$ cat src/rtl/alu_pkg.sv
// Shared types for the round-robin ALU arbiter.
//   alu_op_t     : 4-bit opcode plus the named opcode constants
//   alu_rsp_t    : response record {id, out, carry, zero, illegal} at the default width
package alu_pkg;

  localparam int unsigned DefWidth = 6;

  typedef logic [3:0] alu_op_t;

  localparam alu_op_t OpAnd = 4'b0000;
  localparam alu_op_t OpOr  = 4'b0001;
  localparam alu_op_t OpAdd = 4'b0010;
  localparam alu_op_t OpSll = 4'b0011;
  localparam alu_op_t OpXor = 4'b0100;
  localparam alu_op_t OpSrl = 4'b0101;
  localparam alu_op_t OpSub = 4'b0110;
  localparam alu_op_t OpSra = 4'b0111;
  localparam alu_op_t OpSlt = 4'b1000;

  typedef struct packed {
    logic                id;
    logic [DefWidth-1:0] out;
    logic                carry;
    logic                zero;
    logic                illegal;
  } alu_rsp_t;

endpackage

$ cat src/rtl/alu_core.sv
// Purely combinational ALU datapath.
//   ctrl    : opcode (alu_op_t)
//   a, b    : operands; shifts use b[SHW-1:0] as the amount
//   out     : result
//   carry   : carry for ADD, borrow for SUB, 0 otherwise
//   illegal : opcode outside the defined set (out and carry forced to 0)
module alu_core
  import alu_pkg::*;
#(
  parameter int unsigned WIDTH = 6,
  parameter int unsigned SHW   = $clog2(WIDTH)
) (
  input  alu_op_t          ctrl,
  input  logic [WIDTH-1:0] a,
  input  logic [WIDTH-1:0] b,
  output logic [WIDTH-1:0] out,
  output logic             carry,
  output logic             illegal
);

  logic [SHW-1:0] sh;
  logic           sh_over;
  logic [WIDTH:0] ext;

  assign sh = b[SHW-1:0];
  // Amounts at or beyond WIDTH are only reachable when WIDTH is not a power of two.
  assign sh_over = (32'(sh) >= WIDTH);

  always_comb begin
    out     = '0;
    carry   = 1'b0;
    illegal = 1'b0;
    ext     = '0;
    case (ctrl)
      OpAnd: out = a & b;
      OpOr:  out = a | b;
      OpXor: out = a ^ b;
      OpAdd: begin
        ext   = {1'b0, a} + {1'b0, b};
        out   = ext[WIDTH-1:0];
        carry = ext[WIDTH];
      end
      OpSub: begin
        ext   = {1'b0, a} - {1'b0, b};
        out   = ext[WIDTH-1:0];
        carry = ext[WIDTH];
      end
      OpSll: out = sh_over ? '0 : (a << sh);
      OpSrl: out = sh_over ? '0 : (a >> sh);
      OpSra: out = sh_over ? {WIDTH{a[WIDTH-1]}} : WIDTH'($signed(a) >>> sh);
      OpSlt: out = {{(WIDTH-1){1'b0}}, ($signed(a) < $signed(b))};
      default: illegal = 1'b1;
    endcase
  end

endmodule

$ cat src/rtl/alu_rr_arbiter.sv
// Two-requester round-robin front end for one shared ALU, with a single-entry
// registered response buffer that refills in the same cycle it drains.
//   clk, rst                       : clock, synchronous active-high reset
//   reqN_valid/ready/ctrl/a/b      : requester N operation handshake (N = 0, 1)
//   rsp_valid/ready                : response handshake
//   rsp_id/out/carry/zero/illegal  : response payload
module alu_rr_arbiter
  import alu_pkg::*;
#(
  parameter int unsigned WIDTH = 6,
  parameter int unsigned SHW   = $clog2(WIDTH)
) (
  input  logic             clk,
  input  logic             rst,
  input  logic             req0_valid,
  output logic             req0_ready,
  input  logic [3:0]       req0_ctrl,
  input  logic [WIDTH-1:0] req0_a,
  input  logic [WIDTH-1:0] req0_b,
  input  logic             req1_valid,
  output logic             req1_ready,
  input  logic [3:0]       req1_ctrl,
  input  logic [WIDTH-1:0] req1_a,
  input  logic [WIDTH-1:0] req1_b,
  output logic             rsp_valid,
  input  logic             rsp_ready,
  output logic             rsp_id,
  output logic [WIDTH-1:0] rsp_out,
  output logic             rsp_carry,
  output logic             rsp_zero,
  output logic             rsp_illegal
);

  logic             last_grant_q, last_grant_d;
  logic             rsp_valid_q, rsp_valid_d;
  logic             rsp_id_q, rsp_id_d;
  logic [WIDTH-1:0] rsp_out_q, rsp_out_d;
  logic             rsp_carry_q, rsp_carry_d;
  logic             rsp_illegal_q, rsp_illegal_d;

  logic             can_accept;
  logic             grant;
  logic             accept;
  alu_op_t          op_ctrl;
  logic [WIDTH-1:0] op_a, op_b;
  logic [WIDTH-1:0] alu_out;
  logic             alu_carry, alu_illegal;

  assign can_accept = !rsp_valid_q || rsp_ready;

  // Contention goes to whoever did not win last; a lone requester always wins.
  always_comb begin
    grant = 1'b0;
    if (req0_valid && req1_valid) begin
      grant = ~last_grant_q;
    end else if (req1_valid) begin
      grant = 1'b1;
    end
  end

  assign req0_ready = req0_valid && !grant && can_accept;
  assign req1_ready = req1_valid && grant && can_accept;
  assign accept     = req0_ready || req1_ready;

  assign op_ctrl = grant ? req1_ctrl : req0_ctrl;
  assign op_a    = grant ? req1_a    : req0_a;
  assign op_b    = grant ? req1_b    : req0_b;

  alu_core #(
    .WIDTH (WIDTH),
    .SHW   (SHW)
  ) u_alu_core (
    .ctrl    (op_ctrl),
    .a       (op_a),
    .b       (op_b),
    .out     (alu_out),
    .carry   (alu_carry),
    .illegal (alu_illegal)
  );

  always_comb begin
    last_grant_d  = last_grant_q;
    rsp_valid_d   = rsp_valid_q;
    rsp_id_d      = rsp_id_q;
    rsp_out_d     = rsp_out_q;
    rsp_carry_d   = rsp_carry_q;
    rsp_illegal_d = rsp_illegal_q;
    if (accept) begin
      last_grant_d  = grant;
      rsp_valid_d   = 1'b1;
      rsp_id_d      = grant;
      rsp_out_d     = alu_out;
      rsp_carry_d   = alu_carry;
      rsp_illegal_d = alu_illegal;
    end else if (rsp_ready) begin
      rsp_valid_d = 1'b0;
    end
  end

  always_ff @(posedge clk) begin
    if (rst) begin
      last_grant_q  <= 1'b1;
      rsp_valid_q   <= 1'b0;
      rsp_id_q      <= 1'b0;
      rsp_out_q     <= '0;
      rsp_carry_q   <= 1'b0;
      rsp_illegal_q <= 1'b0;
    end else begin
      last_grant_q  <= last_grant_d;
      rsp_valid_q   <= rsp_valid_d;
      rsp_id_q      <= rsp_id_d;
      rsp_out_q     <= rsp_out_d;
      rsp_carry_q   <= rsp_carry_d;
      rsp_illegal_q <= rsp_illegal_d;
    end
  end

  assign rsp_valid   = rsp_valid_q;
  assign rsp_id      = rsp_id_q;
  assign rsp_out     = rsp_out_q;
  assign rsp_carry   = rsp_carry_q;
  assign rsp_illegal = rsp_illegal_q;
  // Zero flag derived from the registered result, so it reads 1 out of reset.
  assign rsp_zero    = (rsp_out_q == '0);

endmodule

$ cat config.mk
export PLATFORM = sky130hd
export DESIGN_NAME = alu_rr_arbiter
export DESIGN_NICKNAME = d
export VERILOG_FILES = /design/src/rtl/alu_pkg.sv /design/src/rtl/alu_core.sv /design/src/rtl/alu_rr_arbiter.sv
export SDC_FILE = /design/constraint.sdc
export NUM_CORES = 1
export LEC_CHECK = 0
export BUFFER_PORTS_ARGS = -buffer_cell sky130_fd_sc_hd__buf_2
export CAP_MARGIN = 10
export CORE_MARGIN = 4
export CORE_UTILIZATION = 55
export CTS_CLUSTER_SIZE = 28
export DETAILED_ROUTE_END_ITERATION = 10
export PLACE_DENSITY = 0.8
export SETUP_SLACK_MARGIN = 0.1
export SYNTH_ARGS = -nofsm -noshare
export SYNTH_HDL_FRONTEND = slang
export SYNTH_SLANG_ARGS = --single-unit
$ cat constraint.sdc
create_clock -name clk -period 6.8 [get_ports clk]
set_input_delay 0.34 -clock clk [delete_from_list [all_inputs] [get_ports clk]]
set_output_delay 0.34 -clock clk [all_outputs]
set_load 0.01 [all_outputs]
Word-level counts from Yosys, hierarchy flattened. Index checks and enable logic that the tools add are counted.

Bits in registers: 11. Input bits: 37. Output and inout port bits: 13. Logic and storage cells: 51.

Add/sub/neg operators: 2. Magnitude comparators: 2. Eq/ne operators: 8. Shifts and indexed selects: 3. Multiplexer cells: 13. Bitwise operators: 4. Reduce and logical (&&, ||, !) cells: 13.

Operator list (count): 6-bit case mux with 9 select lines (1); 6-bit two-way mux (5); 4-bit by 3-bit == test with 1-bit output, second input constant (4); 9-bit OR reduction (1); 4-bit by 2-bit == test with 1-bit output, second input constant (2); 6-bit by 6-bit adder with 7-bit output (1); 6-bit by 6-bit subtractor with 7-bit output (1); 6-bit bitwise AND (1); 6-bit logical NOT (1); 6-bit < comparator (1); 6-bit bitwise OR (1); 6-bit by 3-bit left shift with 6-bit output (1); 6-bit by 3-bit right shift with 6-bit output (1); 6-bit by 3-bit >>> shifter with 6-bit output (1); 6-bit XOR (1); 1-bit logical AND (5); 1-bit two-way mux (5); 4-bit by 1-bit == test with 1-bit output, second input constant (1); 4-bit == test, second input constant (1); 4-bit logical NOT (1); 4-bit two-way mux (1); 3-bit >= comparator, second input constant (1); 1-bit logical NOT (2); 1-bit logical OR (2); other kinds (3) (3).

Longest topological paths before layout.
Depth after elaboration: 7. Gate-level depth with buffers: 15.

Cells and area by module. A second synthesis with hierarchy kept.

Cells, all modules: 250. Area, all modules: 1973.1 um^2.

Modules (own cells, without submodules): alu_core (times used 1, cells each 179, area an instance 1311.3 um^2, sequential area each 0.0 um^2); alu_rr_arbiter (times used 1, cells each 71, area an instance 661.9 um^2, sequential area each 220.2 um^2).

Worst setup path after synthesis. OpenSTA, ideal clock, no wires.

Kind: input -> register. From: input req1_valid. To: register rsp_out_q[4] (netlist: rsp_out[4]). Library setup time: 0.120 ns. Data arrival time: 2.700 ns. Required time: 6.680 ns. Slack: 3.981 ns. Stages: 12. Buffers on the path: 1. Cell sequence: a21boi_2 buf_2 mux2i_1 inv_1 ha_1 fa_1 nor2b_1 o21ai_0 nand2_1 a21oi_1 a21oi_1 o31a_1.

Cells in the longest elaborated chain, start to end: 6. Elaborated cells between the ends (all ways): 34. Those cells by class: 2 x add/sub; 1 x order compare; 8 x eq/ne; 3 x shift; 9 x mux; 3 x bitwise; 8 x reduce/logical.

Ends and longest elaborated chain: from (decl) (line alu_rr_arbiter.sv:20) `input logic req1_valid,`; branches (longest 6 deep; another with 6-bit by 6-bit subtractor with 7-bit output); to (signal assigned) (line alu_rr_arbiter.sv:112) `rsp_out_q <= rsp_out_d;`; to (decl) (line alu_rr_arbiter.sv:37) `logic [WIDTH-1:0] rsp_out_q, rsp_out_d;`.

Several ways; the timed one is not identified. A chain may end at the register's enable or synchronous reset.

Worst setup path after layout.
From: register last_grant_q. To: register rsp_out_q[4] (netlist: rsp_out[4]).

Cells in the longest elaborated chain, start to end: 6. Elaborated cells between the ends (all ways): 33. Those cells by class: 2 x add/sub; 1 x order compare; 8 x eq/ne; 3 x shift; 8 x mux; 4 x bitwise; 7 x reduce/logical.

Ends and longest elaborated chain: from (decl) (line alu_rr_arbiter.sv:34) `logic last_grant_q, last_grant_d;`; from (signal assigned) (line alu_rr_arbiter.sv:109) `last_grant_q <= last_grant_d;`; 1-bit NOT * (line alu_rr_arbiter.sv:55) `grant = ~last_grant_q;`; 1-bit two-way mux * (line alu_rr_arbiter.sv:54) `if (req0_valid && req1_valid) begin`; branches (longest 4 deep; another with 6-bit by 6-bit subtractor with 7-bit output).

Mark *: on every way between the ends.

==> out/results.ini <==
[status]
status = complete, no violations

[place]
place_congestion = 0.9620
hpwlAfterDp_um = 6070
port_buffers = 49
post_dp_cell_area_um2 = 2644

[cts]
clock_sink_count = 11
clk_pin_slew_ps = 60
htreeDepth = 1
cts_buffer_depth = 2
post_cts_resized = 0
cts_buffers = 3
cts_hold_buf = 0
post-cts-setup-buffers = 0
cts-root-buf = clkbuf_8
clk_latency_ps = 240
cts_tree = yes

[critical_path]
critPathKind = flop to flop
arrival_ps = 3470
cp_max_fo = 27
crit-reg2reg-launch = last_grant_q$_SDFFE_PP1P_
reg2reg_slack_ps = 3450
reg2reg_to = rsp_out[4]$_SDFFE_PP0P_
critPathCaptureType = flop
rr_worst_depth = 11
start_kind = flop
cp.required_ps = 6920

[cells_and_area]
n_fill_cell = 398
drive_gt1_share_pct = 20.77
num_antenna_cells = 0
final_nets = 425
areaGrowthSynthToFinish_pct = 10.60
final_area_um2 = 2689

[logic_synthesis]
ys_seq_area_share_pct = 9.058
ys.flop_type = dfxtp_1
synth_edf_count = 0
synth-seq-cells = 11
syn_inst = 333
syn-cell-area_um2 = 2431
ys_warn_count = 0
ys_types = 67
syn_area_per_cell_um2 = 7.301
synth_nets = 391
synth-async-reset-ratio_pct = 0

[sta]
fin_crit_ps = 3350
maxSlewHeadroom_pct = 54.62
tightest_slew_ps = 661.8
hold_viol_final = 0
max_freq_ghz = 0.2985
fin_setup_tns_ps = 0
post-route-period-util_pct = 49.26
rsz0062_at_grt = no
drv_slew = 0
setup_viol = 0
finClkSkew_ps = 6.128

[drt]
detail_route.vias_per_cell = 6.603
drt_iter0_drc = 313
wirelength_um = 7599
ant_nets = 0
drc = 0
dr.pass1.iters = 5
vias = 2747
wire_per_inst_um = 18.27

[worst_hold_path]
min_path_type = primary input to flop
holdPathStages = 2
min_from = rst
whs_endpoint = rsp_valid$_SDFFE_PP0P_

[floorplan]
rows = 23
ios = 50
fp.dieH_um = 74.49
fp.dieW_um = 74.49
start_util_pct = 58.67
core_um2 = 4144
dieArea_um2 = 5548

[power_and_ir_drop]
p_per_area_nw_per_um2 = 128.9
ir_worst_vdd_mv = 0.07649
p_leak_nw = 1.187

[global_route]
grt_pass1_vias = 2477
grt_pass1_wl_um = 12250
grt_max_degree = 34
grt_util_all_layers_pct = 27.97
grt-ovfl-total = 0
grt_antenna_before_repair = 0

[job]
maxCapViolCount = 0

sequential cells by signal (all words and copies together), names as in the netlist:
signal and flops:
rsp_carry 1, rsp_valid 1, rsp_out 6, rsp_illegal 1
last_grant_q 1, rsp_id 1
power by group:
part / switching [mW] / internal, mW / leakage (nW)
combinational: 0.124 / 0.0823 / 1.07
sequential: 0.00394 / 0.0693 / 0.0903
clock: 0.0258 / 0.0412 / 0.0228
cells by family after synthesis:
group	count (synthesis)	share of synthesized area, %
fa+ha+maj	21	11.43
compound gates	93	26.82
buf+inv	41	7.771
flops	11	9.058
simple gates	131	27.48
xor+xnor	4	1.441
mux	32	16.01
stage by stage:
step / utilization, % / setup slack [ps] / cells / hold slack (ps) / power [mW]
2_1_floorplan: - / 3981 / 333 / 444.8 / 0.2217
3_3_place_gp: 63.80 / 3445 / 412 / 466.0 / 0.2751
3_5_place_dp: 63.80 / 3381 / 412 / 481.2 / 0.2760
4_1_cts: 64.89 / 3490 / 416 / 417.7 / 0.3432
5_1_grt: 64.89 / 3219 / 416 / 449.2 / 0.3706
6_report: 64.89 / 3450 / 416 / 419.7 / 0.3467
critical path, stage by stage, from the launching register on:
cell,delay (ps)
dfxtp_1,390
a21bo_1,290
buf_4,380
mux2_2,440
ha_1,280
fa_1,410
nor2b_1,140
o21ai_0,290
nand2_1,90
a21oi_1,150
a21oi_1,60
o31a_1,290
area by class of cell:
type | count | area, um2 | area share (%)
Sequential cell | 11 | 220.2 | 8.190
Clock buffer | 4 | 45.04 | 1.675
Inverter | 17 | 63.81 | 2.373
Multi-Input combinational cell | 281 | 2022 | 75.20
Timing Repair Buffer | 53 | 275.3 | 10.24
Tap cell | 50 | 62.56 | 2.327
per-layer routing:
metal	GRT usage, %	wire [um]	vias to the layer above
met5	0	0	-
met1	37.49	3317	1283
li1	-	-	1302
met2	44.98	3470	133
met4	11.26	324	0
met3	4.054	487	29
cell usage after synthesis (all sizes together), types with 3 or more instances:
| library cell | count | area (um2) |
|---|---|---|
| ha | 19 | 237.7 |
| nand4 | 3 | 18.77 |
| nand2 | 38 | 142.6 |
| inv | 17 | 63.81 |
| a31oi | 3 | 18.77 |
| a221oi | 5 | 61.31 |
| a22oi | 3 | 22.52 |
| a32oi | 3 | 26.28 |
| nor3 | 13 | 65.06 |
| a21oi | 25 | 125.1 |
| o211ai | 3 | 22.52 |
| a311oi | 3 | 26.28 |
| mux4 | 3 | 67.56 |
| nor4b | 7 | 67.56 |
| mux2i | 20 | 216.5 |
| buf | 15 | 90.09 |
| o22ai | 5 | 31.28 |
| clkbuf | 9 | 35.03 |
| nor2 | 35 | 131.4 |
| mux2 | 9 | 105.1 |
| o21ai | 17 | 85.08 |
| nand2b | 8 | 50.05 |
| nor4 | 4 | 25.02 |
| xnor2 | 3 | 26.28 |
| nor2b | 4 | 25.02 |
| nand3 | 3 | 15.01 |
| a221o | 3 | 30.03 |
| dfxtp | 11 | 220.2 |
worst max-delay path by stage:
stage                              start                      end  slack, ps  cells after the start
2_1_floorplan                 req1_valid  rsp_out[4]$_SDFFE_PP0P_       3980                     12
3_3_place_gp                  req1_valid  rsp_out[4]$_SDFFE_PP0P_       3450                     12
3_5_place_dp                  req1_valid  rsp_out[4]$_SDFFE_PP0P_       3380                     12
4_1_cts        last_grant_q$_SDFFE_PP1P_  rsp_out[4]$_SDFFE_PP0P_       3490                     11
5_1_grt        last_grant_q$_SDFFE_PP1P_   rsp_carry$_SDFFE_PP0P_       3220                     11
6_report       last_grant_q$_SDFFE_PP1P_  rsp_out[4]$_SDFFE_PP0P_       3450                     11
cell usage in the layout (no fill, tap or decap), types with 11 or more instances in the layout:
| cell | synthesis | layout |
|---|---|---|
| dfxtp_1 | 11 | 11 |
| mux2i_1 | 18 | 18 |
| buf_2 | 12 | 49 |
| ha_1 | 19 | 19 |
| nor3_1 | 13 | 13 |
| a21oi_1 | 25 | 25 |
| nand2_1 | 38 | 38 |
| nor2_1 | 35 | 35 |
| o21ai_0 | 16 | 16 |
| inv_1 | 16 | 16 |
No activity file was read; power rests on OpenSTA's default activity.
